===== config.mk =====
export PLATFORM = sky130hd
export DESIGN_NAME = sc_statemachinescroll
export DESIGN_NICKNAME = d
export VERILOG_FILES = /design/src/rtl/sc_statemachinescroll_pkg.sv /design/src/rtl/sc_statemachinescroll_scrolltick.sv /design/src/rtl/sc_statemachinescroll.sv
export SDC_FILE = /design/constraint.sdc
export NUM_CORES = 1
export LEC_CHECK = 0
export CAP_MARGIN = 40
export CORE_UTILIZATION = 55
export DETAILED_ROUTE_END_ITERATION = 8
export PLACE_DENSITY = 0.75
export SYNTH_ARGS = -nofsm -noshare
export SYNTH_HDL_FRONTEND = slang
export SYNTH_HIERARCHICAL = 1
export SYNTH_SLANG_ARGS = --single-unit

===== constraint.sdc =====
create_clock -name SC_STATEMACHINESCROLL_CLOCK_50 -period 3.6 [get_ports SC_STATEMACHINESCROLL_CLOCK_50]
set_clock_uncertainty 0.05 [all_clocks]
set_input_delay 0.54 -clock SC_STATEMACHINESCROLL_CLOCK_50 [delete_from_list [all_inputs] [get_ports SC_STATEMACHINESCROLL_CLOCK_50]]
set_output_delay 0.54 -clock SC_STATEMACHINESCROLL_CLOCK_50 [all_outputs]
set_load 0.01 [all_outputs]

===== src/rtl/sc_statemachinescroll_pkg.sv =====
// Shared game definitions: FSM encodings, shift codes, level limit and the
// state-to-output decode used by the scroll state machine.
package sc_statemachinescroll_pkg;

   localparam logic [2:0] ST_RESET        = 3'd0;
   localparam logic [2:0] ST_IDLE         = 3'd1;
   localparam logic [2:0] ST_INIT         = 3'd2;
   localparam logic [2:0] ST_WAIT_RELEASE = 3'd3;
   localparam logic [2:0] ST_RUN          = 3'd4;
   localparam logic [2:0] ST_SHIFT        = 3'd5;
   localparam logic [2:0] ST_LOAD         = 3'd6;
   localparam logic [2:0] ST_GAMEOVER     = 3'd7;

   localparam logic [1:0] SEL_HOLD  = 2'b11;
   localparam logic [1:0] SEL_DOWN  = 2'b10;
   localparam logic [1:0] LEVEL_MAX = 2'd3;

   localparam int TICK_W = 24;

   typedef struct packed {
      logic       clear_n;
      logic       load_n;
      logic [1:0] shift_sel;
      logic       gameover;
   } scroll_ctl_t;

   localparam scroll_ctl_t CTL_IDLE = '{clear_n: 1'b1, load_n: 1'b1,
                                        shift_sel: SEL_HOLD, gameover: 1'b0};

   function automatic logic [TICK_W-1:0] scroll_period(input logic [TICK_W-1:0] base,
                                                        input logic [1:0] level);
      return base >> level;
   endfunction

   // Moore decode: every control output depends on the state alone.
   function automatic scroll_ctl_t decode_ctl(input logic [2:0] state);
      scroll_ctl_t ctl;
      ctl = CTL_IDLE;
      case (state)
         ST_INIT:     ctl.clear_n   = 1'b0;
         ST_SHIFT:    ctl.shift_sel = SEL_DOWN;
         ST_LOAD:     ctl.load_n    = 1'b0;
         ST_GAMEOVER: ctl.gameover  = 1'b1;
         default:     ctl = CTL_IDLE;
      endcase
      return ctl;
   endfunction

endpackage


===== src/rtl/sc_statemachinescroll_scrolltick.sv =====
// Scroll-rate prescaler: counts enabled cycles and flags the terminal count
// of the current period, restarting from zero on that cycle.
module sc_scrolltick
   import sc_statemachinescroll_pkg::*;
(
   input  logic              clk,
   input  logic              rst,
   input  logic              enable,
   input  logic              clear,
   input  logic [TICK_W-1:0] period,
   output logic              terminal
);

   localparam logic [TICK_W-1:0] ONE = TICK_W'(1);

   logic [TICK_W-1:0] count;

   // Greater-or-equal so a period shortened by a level change is never skipped past.
   assign terminal = enable && (count >= (period - ONE));

   always_ff @(posedge clk or posedge rst) begin
      if (rst) begin
         count <= '0;
      end else if (clear || terminal) begin
         count <= '0;
      end else if (enable) begin
         count <= count + ONE;
      end
   end

endmodule


===== src/rtl/sc_statemachinescroll.sv =====
// Scroll-game control FSM: start/clear handshake, timed row shifts, periodic
// obstacle loads, speed levels and collision game-over.
module sc_statemachinescroll
   import sc_statemachinescroll_pkg::*;
#(
   parameter int PERIOD0        = 12_500_000,
   parameter int ROWS_PER_LOAD  = 4,
   parameter int ROWS_PER_LEVEL = 64
) (
   input  logic       SC_STATEMACHINESCROLL_CLOCK_50,
   input  logic       SC_STATEMACHINESCROLL_RESET_InHigh,
   input  logic       SC_STATEMACHINESCROLL_startButton_InLow,
   input  logic       SC_STATEMACHINESCROLL_collision_InLow,
   output logic       SC_STATEMACHINESCROLL_clear_OutLow,
   output logic       SC_STATEMACHINESCROLL_load_OutLow,
   output logic [1:0] SC_STATEMACHINESCROLL_shiftselection_Out,
   output logic [1:0] SC_STATEMACHINESCROLL_level_Out,
   output logic       SC_STATEMACHINESCROLL_gameover_Out,
   output logic [2:0] dbg_state
);

   localparam int                ROW_W       = $clog2(ROWS_PER_LEVEL);
   localparam logic [ROW_W-1:0]  LOAD_MASK   = ROW_W'(ROWS_PER_LOAD - 1);
   localparam logic [TICK_W-1:0] BASE_PERIOD = TICK_W'(PERIOD0);

   logic              clk;
   logic              rst;
   logic              start_n;
   logic              coll_n;
   logic [2:0]        state;
   logic [2:0]        state_next;
   logic [ROW_W-1:0]  row;
   logic [ROW_W-1:0]  row_inc;
   logic [1:0]        level;
   logic [TICK_W-1:0] period;
   logic              tick_done;
   scroll_ctl_t       ctl;

   assign clk     = SC_STATEMACHINESCROLL_CLOCK_50;
   assign rst     = SC_STATEMACHINESCROLL_RESET_InHigh;
   assign start_n = SC_STATEMACHINESCROLL_startButton_InLow;
   assign coll_n  = SC_STATEMACHINESCROLL_collision_InLow;

   assign period  = scroll_period(BASE_PERIOD, level);
   assign row_inc = row + ROW_W'(1);

   // The SHIFT cycle counts as one tick, so shift pulses land a full period apart.
   sc_scrolltick u_tick (
      .clk      (clk),
      .rst      (rst),
      .enable   ((state == ST_RUN) || (state == ST_SHIFT)),
      .clear    (state == ST_INIT),
      .period   (period),
      .terminal (tick_done)
   );

   always_comb begin
      state_next = ST_IDLE;
      case (state)
         ST_RESET:        state_next = ST_IDLE;
         ST_IDLE:         state_next = start_n ? ST_IDLE : ST_INIT;
         ST_INIT:         state_next = ST_WAIT_RELEASE;
         ST_WAIT_RELEASE: state_next = start_n ? ST_RUN : ST_WAIT_RELEASE;
         ST_RUN: begin
            if (!coll_n)        state_next = ST_GAMEOVER;
            else if (tick_done) state_next = ST_SHIFT;
            else                state_next = ST_RUN;
         end
         ST_SHIFT: begin
            if (!coll_n)                         state_next = ST_GAMEOVER;
            else if ((row_inc & LOAD_MASK) == '0) state_next = ST_LOAD;
            else                                 state_next = ST_RUN;
         end
         ST_LOAD:         state_next = coll_n ? ST_RUN : ST_GAMEOVER;
         ST_GAMEOVER:     state_next = start_n ? ST_GAMEOVER : ST_INIT;
         default:         state_next = ST_IDLE;
      endcase
   end

   always_ff @(posedge clk or posedge rst) begin
      if (rst) begin
         state <= ST_RESET;
         row   <= '0;
         level <= '0;
      end else begin
         state <= state_next;
         if (state == ST_INIT) begin
            row   <= '0;
            level <= '0;
         end else if (state == ST_SHIFT) begin
            row <= row_inc;
            if ((row_inc == '0) && (level != LEVEL_MAX)) begin
               level <= level + 2'd1;
            end
         end
      end
   end

   assign ctl = decode_ctl(state);

   assign SC_STATEMACHINESCROLL_clear_OutLow        = ctl.clear_n;
   assign SC_STATEMACHINESCROLL_load_OutLow         = ctl.load_n;
   assign SC_STATEMACHINESCROLL_shiftselection_Out  = ctl.shift_sel;
   assign SC_STATEMACHINESCROLL_gameover_Out        = ctl.gameover;
   assign SC_STATEMACHINESCROLL_level_Out           = level;
   assign dbg_state                                 = state;

endmodule


==> results.txt <==
Setup WS pre-CTS = 0.1897 ns
Overflow after GRT = 0
final hold vios = 0
die width = 75.92 µm
Area after DPL = 3269 µm²
maxcap violations = 0
Pins Over Slew Limit = 0
top cells by count, synth = nor2_1 (45), ha_1 (36), dfrtp_1 (35)
Final #Nets = 411
RSZ-0062 raised after global routing = no
final instance area = 3391 µm²
XOR/XNOR Fraction of Synth Area = 0.1341
Synth Area in Adders = 0.1499
area delta synth->final = 12.82%
Distinct cells, synth = 57
crit-path max FO = 20
CP endpoint kind = flop
GPL Wtd Cong = 0.8016
Die H = 75.92 µm
cell-internal power = 0.9159 mW
Min Hold Slack = 0.4480 ns
data required time of the critical path = 3.71 ns
# clock sinks = 35
Pre-Repair DR Iteration Count = 4
worst hold-check path type = primary input to async pin
FF+latch count, synth = 35
core box area = 5172 µm²
via density per instance = 5.372
antenna viol nets, final = 0
number of flops mapped to enable cells by yosys = 0
f_max = 0.2950 GHz
DP HPWL = 4451 µm
kind of critical path = flop to flop
final core occ = 0.6555
period utilization = 0.9416
Pleak = 1.506 nW
syn avg cell area = 8.971 µm²
Worst setup SP type = flop
Diodes inserted = 0
Synth Area in Simple Gates = 0.2685
die area = 5764 µm²
top post-synthesis cells by area = dfrtp_1 (29%), ha_1 (15%), xor2_1 (7.3%), xnor2_1 (6.1%), nor2_1 (5.6%)
WP data arrival = 3.50 ns
Total GRT Usage = 0.2111
largest family of logic cells by synthesized area = simple AND/OR/NAND/NOR gates
Syn Inst Count = 335
setup violators final = 0
share of layout cells above drive strength 1 = 0.1159
Pwr Density = 428.0 nW/µm²
CTS H-tree lvls = 2
Synth area leader = dfrtp_1
initial antenna violation count = 0
Sw Pwr = 0.5354 mW
DR vias = 2369
Syn Std Cell Area = 3005 µm²
drt wl/cell = 13.20 µm
Final Instance Count excl. Fillers = 441
Clk pin slew, worst setup/hold paths = 0.07 ns
Hold Buf Count CTS = 0
combinational power share = 0.383
I/O Buffers = 12
IO Count = 14
Overall Power = 1.451 mW
Detailed Route Iter0 Violations = 111
clock root buffer = clkbuf_8
drt total wl = 5819 µm
yosys warns = 6
Initial Util = 0.5810
post-layout min period = 3.390 ns
most frequent cell after synthesis = nor2_1
run status = finished clean
first-pass GRT wire length = 9742 µm
CTS tree = done
Worst IR Drop VDD = 405.1 µV
Seq/Total Area, Yosys = 0.2914
CTS Buf Count = 5
Skew-Pair Late Insertion Delay = 0.28 ns
Clk pwr share = 0.235
mux contribution to synthesized area = 0.01082
setup ws final = 0.2101 ns
Seq pwr share = 0.381
most used flip-flop cell after synthesis = dfrtp_1
DRC viols = 0
pin count of the biggest net entering global routing = 23
placed cells = 432
post-synthesis compound-gate area fraction = 0.09534
Post-Route Setup TNS = 0 ns
Sw Ratio = 0.3689
num rows = 26
Synth async-reset ratio = 1.000
Synth top area share = 0.2914
Longest Clk Path Bufs = 2
vias in the first global route = 2163
-- flip-flops by register name (all words and copies together), names as in the netlist --
register	count
u_tick/count	24
row	6
dbg_state	3
SC_STATEMACHINESCROLL_level_Out	2
-- per-layer routing --
layer  GRT usage  vias to the layer above  part of all wire
li1            -                     1213                 -
met1      0.2542                     1109              0.46
met2      0.3564                       34              0.48
met3     0.04699                       13             0.033
met5           0                        -                 0
met4      0.1019                        0             0.028
-- cells in the final DEF (no fill, tap or decap), drive strengths merged, types with 5 or more instances in the layout --
cell type / count
clkbuf: 6
nand2: 27
xor2: 25
clkdlybuf4s50: 12
nand4: 14
nor4: 5
o21ai: 14
nand2b: 5
a21oi: 14
buf: 8
nor3: 12
xnor2: 21
ha: 36
nor2: 48
nand3: 8
inv: 15
conb: 22
dfrtp: 35
-- kinds of logic (layout without fill, tap and decap cells) --
family | Yosys count | count (layout)
AO/OA/AOI/OAI | 45 | 45
XOR/XNOR | 46 | 46
adder cells (fa/ha/maj) | 36 | 36
buffers and inverters | 26 | 42
flip-flops | 35 | 35
multiplexers | 3 | 3
other | 2 | 22
AND/OR/NAND/NOR | 142 | 142
-- cell type report --
type                            count  area, µm²
Timing Repair Buffer               20      200.2
Sequential cell                    35      875.8
Tap cell                           70      87.58
Multi-Input combinational cell    294       2066
Inverter                           15      58.81
Clock inverter                      1      30.03
Fill cell                         437       1782
Clock buffer                        6      72.57
-- worst paths after layout --
path | depth (start not counted) | slack [ns] | from | end
min in group SC_STATEMACHINESCROLL_CLOCK_50 | 1 | 0.46 | row[5] | row[5]
max in group asynchronous | 3 | 2.67 | SC_STATEMACHINESCROLL_RESET_InHigh | u_tick/count[19]
worst min-delay path | 2 | 0.45 | SC_STATEMACHINESCROLL_RESET_InHigh | u_tick/count[0]
worst max-delay path | 14 | 0.21 | SC_STATEMACHINESCROLL_level_Out[0] | u_tick/count[21]
worst max register to register | 14 | 0.21 | SC_STATEMACHINESCROLL_level_Out[0] | u_tick/count[21]
worst min register to register | 1 | 0.46 | row[5] | row[5]
-- power by group through the flow --
stage / sequential [mW] / combinational [mW] / clock [mW]
finish: 0.553 / 0.556 / 0.342
global route: 0.564 / 0.613 / 0.369
CTS: 0.552 / 0.555 / 0.349
detailed placement: 0.558 / 0.550 / 0
global placement: 0.557 / 0.536 / 0
floorplan: 0.523 / 0.443 / 0
-- worst max-delay path: stages, from the launching register on --
cell and delay [ns]:
dfrtp_1 0.42, buf_4 0.19, ha_1 0.32, nor3_4 0.29, nand3b_1 0.18, nor3_1 0.23
xnor2_1 0.21, ha_1 0.21, a21oi_1 0.06, o21ai_0 0.19, a22oi_1 0.11, and3_2 0.29
a31oi_2 0.17, buf_4 0.26, nor2_1 0.08
-- repair_timing --
action / CTS / global route
setup buffers: 0 / 2
resized for setup: 0 / 2
setup endpoints to repair: 0 / 21
Power figures use the tool's default switching activity.
==> RTL change 1, RTL diff (same flow settings) <==
Change the parameter `ROWS_PER_LEVEL` from 64 to 128.
--- a/src/rtl/sc_statemachinescroll.sv
+++ b/src/rtl/sc_statemachinescroll.sv
@@ -5,7 +5,7 @@
 #(
    parameter int PERIOD0        = 12_500_000,
    parameter int ROWS_PER_LOAD  = 4,
-   parameter int ROWS_PER_LEVEL = 64
+   parameter int ROWS_PER_LEVEL = 128
 ) (
    input  logic       SC_STATEMACHINESCROLL_CLOCK_50,
    input  logic       SC_STATEMACHINESCROLL_RESET_InHigh,
Behaviour: no difference found for any inputs over 10 cycles, from zero or initial values and one cycle with SC_STATEMACHINESCROLL_RESET_InHigh high; that may be too few to reach the edited logic, so the function may still have changed.
==> RTL change 1 against the unedited design <==
- utilization rose by 1.1 points
- total power is 6.5% higher
- routed wire length rose by 11%
- die area rose by 2.9%
- clock power grew 3%
- sequential share of layout area down 0.14 points
- sequential cell count increased by 1
- design area rose by 3.6%
- setup slack worse by 0.036 ns
- first-iteration DRC count rose by 44%
- synthesized area up 3.0%
- critical endpoint is now u_tick/count[17]
- largest power group unchanged
==> RTL change 1: results (changes against the unedited design) <==
outcome: "complete, no violations"  # unchanged
grt_pass1_vias: 2402  # was 2163
grt_use_met1: 0.293  # was 0.254
hold_class: "flip-flop to flip-flop"  # was input port to asynchronous set/reset pin
met1_length_mm: 3.04  # was 2.70 mm
stdcell_count: 455  # was 441
grt_max_degree: 21  # was 23
drt_iter0_drc: 160  # was 111
p_switching_mw: 0.584  # was 0.535 mW
synth_cell_types: 58  # was 57
placed_area_um2: 3340  # was 3270 um^2
ir_drop_v: 0.000367  # was 0.000405 V
nNetsFinal: 424  # was 411
drive_gt1_frac: 0.125  # was 0.116
dp_cells: 441  # was 432
grt_pass1_wl_mm: 10.8  # was 9.74 mm
wl_met3_um: 206  # was 190 um
dp_hpwl_mm: 4.70  # was 4.45 mm
vias_per_cell: 5.45  # was 5.37
wl_per_cell_um: 14.2  # was 13.2 um
p_leak_nw: 1.56  # was 1.51 nW
crit_path_max_fanout: 10  # was 20
grt_use_met3: 0.0345  # was 0.0470
wl_met2_mm: 3.11  # was 2.77 mm
n_fill_cell: 442  # was 437
synthTopCellsByCount: "47 x nor2_1, 36 x dfrtp_1, 36 x ha_1, 32 x nand2_1, 26 x xor2_1"  # was 45 x nor2_1, 36 x ha_1, 35 x dfrtp_1, 27 x nand2_1, 25 x xor2_1
pre_cts_slack_ns: 0.0123  # was 0.190 ns
yosysSeqAreaShare: 0.291  # about the same
met2_usage: 0.388  # was 0.356
-- RTL change 1: what timing repair did --
item | CTS | global route
pin swaps | 0 | 3
gates resized for setup | 1 | 7
buffers inserted | 0 | 5
hold buffers | 0 | 0
cloned | 0 | 1
setup endpoints to repair | 17 | 23
hold endpoints to repair | 0 | 0
-- RTL change 1: power by group through the flow --
stage	registers (mW)	logic, mW	clock network (mW)
after CTS	0.579	0.594	0.364
after detailed placement	0.587	0.588	0
after floorplan	0.546	0.485	0
final	0.581	0.612	0.353
after global placement	0.585	0.569	0
after global routing	0.594	0.685	0.378
-- RTL change 1: worst paths after layout --
kind	cells after the start	slack (ns)	endpoint
max	14	0.17	u_tick/count[17]
min	2	0.47	row[6]
max reg2reg	14	0.17	u_tick/count[17]
min reg2reg	2	0.47	row[6]
max in group asynchronous	3	2.56	u_tick/count[15]
min in group asynchronous	2	0.51	u_tick/count[22]
-- RTL change 1: kinds of logic after synthesis --
family          count (synthesis)  share of synthesized area
mux                             5                     0.0174
other cells                     2                    0.00243
fa+ha+maj                      36                      0.146
xor+xnor                       47                      0.133
compound gates                 42                     0.0853
flops                          36                      0.291
buf+inv                        27                     0.0485
simple gates                  151                      0.277
-- RTL change 1: area by class of cell --
cell class	instances	area, um^2	share of cell area
Clock inverter	2	35.0	0.00998
Timing Repair Buffer	22	223	0.0634
Multi-Input combinational cell	303	2130	0.607
Tap cell	70	87.6	0.0249
Clock buffer	6	72.6	0.0207
Inverter	16	60.1	0.0171
Sequential cell	36	902	0.257
==> RTL change 2, RTL diff (same settings) <==
Made on the original files. Make the reset (`rst`) synchronous in 2 clocked blocks.
--- a/src/rtl/sc_statemachinescroll_scrolltick.sv
+++ b/src/rtl/sc_statemachinescroll_scrolltick.sv
@@ -18,7 +18,7 @@
    // Greater-or-equal so a period shortened by a level change is never skipped past.
    assign terminal = enable && (count >= (period - ONE));
 
-   always_ff @(posedge clk or posedge rst) begin
+   always_ff @(posedge clk) begin
       if (rst) begin
          count <= '0;
       end else if (clear || terminal) begin
--- a/src/rtl/sc_statemachinescroll.sv
+++ b/src/rtl/sc_statemachinescroll.sv
@@ -77,7 +77,7 @@
       endcase
    end
 
-   always_ff @(posedge clk or posedge rst) begin
+   always_ff @(posedge clk) begin
       if (rst) begin
          state <= ST_RESET;
          row   <= '0;
Behaviour: differs if SC_STATEMACHINESCROLL_RESET_InHigh is asserted again (counterexample within 4 cycles, from zero or initial values and one cycle with SC_STATEMACHINESCROLL_RESET_InHigh high); with SC_STATEMACHINESCROLL_RESET_InHigh held inactive, the same outputs for 10 cycles.
==> RTL change 2 against the unedited design <==
- design area down 6.2%
- critical path depth up 1
- routed wire length down 6.5%
- synthesized area fell by 5.8%
- critical endpoint is now u_tick/count[15]
- non-clock buffer count down 2
- setup slack improved by 0.077 ns
- sequential cell count is the same
Power is not compared: it rests on default switching activity, and its combinational part moved more than twofold at a synthesized area within 25%.
==> RTL change 2: results (changes against the unedited design) <==
vias_per_cell: 5.32  # was 5.37
gp_congestion: 0.826  # was 0.802
wl_met3_um: 146  # was 190 um
hold_class: "flip-flop to flip-flop"  # was input port to asynchronous set/reset pin
critPathSlowestCell: "or4_1"  # was dfrtp_1
grt_pass1_wl_mm: 8.79  # was 9.74 mm
placed_area_um2: 3060  # was 3270 um^2
stdcell_count: 440  # was 441
avgSynthCellArea_um2: 8.32  # was 8.97 um^2
critical_path.max_stage_delay_ns: 0.51  # was 0.42 ns
synth_fa_ha_area_frac: 0.159  # was 0.150
dp_hpwl_mm: 4.25  # was 4.45 mm
met1_length_mm: 2.52  # was 2.70 mm
synth_mux_area_frac: 0.00398  # was 0.0108
grt_max_degree: 22  # was 23
crit_path_max_fanout: 21  # was 20
r2r_cells: 15  # was 14
synthArstFlopShare: 0  # was 1.00
synth_xor_area_frac: 0.155  # was 0.134
groute.usage.overall: 0.210  # was 0.211
grt_use_met1: 0.246  # was 0.254
drive_gt1_frac: 0.0751  # was 0.116
yosysSeqAreaShare: 0.248  # was 0.291
nNetsFinal: 412  # was 411
met2_usage: 0.383  # was 0.356
outcome: "complete, no violations"  # unchanged
pre_cts_slack_ns: 0.299  # was 0.190 ns
drt_iter0_drc: 98  # was 111
wl_met2_mm: 2.72  # was 2.77 mm
clk_pin_slew_ns: 0.08
synth_area_leaders: "dfxtp_1 25%, ha_1 16%, xnor2_1 8.7%, xor2_1 6.8%, nor2_1 6.2%"  # was dfrtp_1 29%, ha_1 15%, xor2_1 7.3%, xnor2_1 6.1%, nor2_1 5.6%
synthTopCellsByCount: "47 x nor2_1, 36 x ha_1, 35 x dfxtp_1, 28 x xnor2_1, 25 x nand2_1"  # was 45 x nor2_1, 36 x ha_1, 35 x dfrtp_1, 27 x nand2_1, 25 x xor2_1
layout_worst_path_cycle_share: 0.920  # was 0.942
## RTL change 2: worst paths after layout
kind	from	end	slack, ns
max	SC_STATEMACHINESCROLL_level_Out[0]	u_tick/count[15]	0.29
min	u_tick/count[0]	u_tick/count[0]	0.47
max reg2reg	SC_STATEMACHINESCROLL_level_Out[0]	u_tick/count[15]	0.29
min reg2reg	u_tick/count[0]	u_tick/count[0]	0.47
## RTL change 2: cell families after synthesis
logic type / after synthesis
AOI/OAI and AO/OA: 44
xor gates and xnor gates: 50
adders and majority gates: 36
buffers and inverters: 31
DFF: 35
muxes: 1
other: 2
and+or+nand+nor: 141
## RTL change 2: layout make-up
| type | instances | area (um^2) |
|---|---|---|
| inverter | 19 | 73.8 |
| clock inverter | 3 | 47.5 |
| sequential | 35 | 701 |
| fill | 429 | 1670 |
| multi-input combinational | 293 | 2040 |
| clock buffer | 5 | 68.8 |
| timing repair buffer | 18 | 165 |
| tap | 67 | 83.8 |
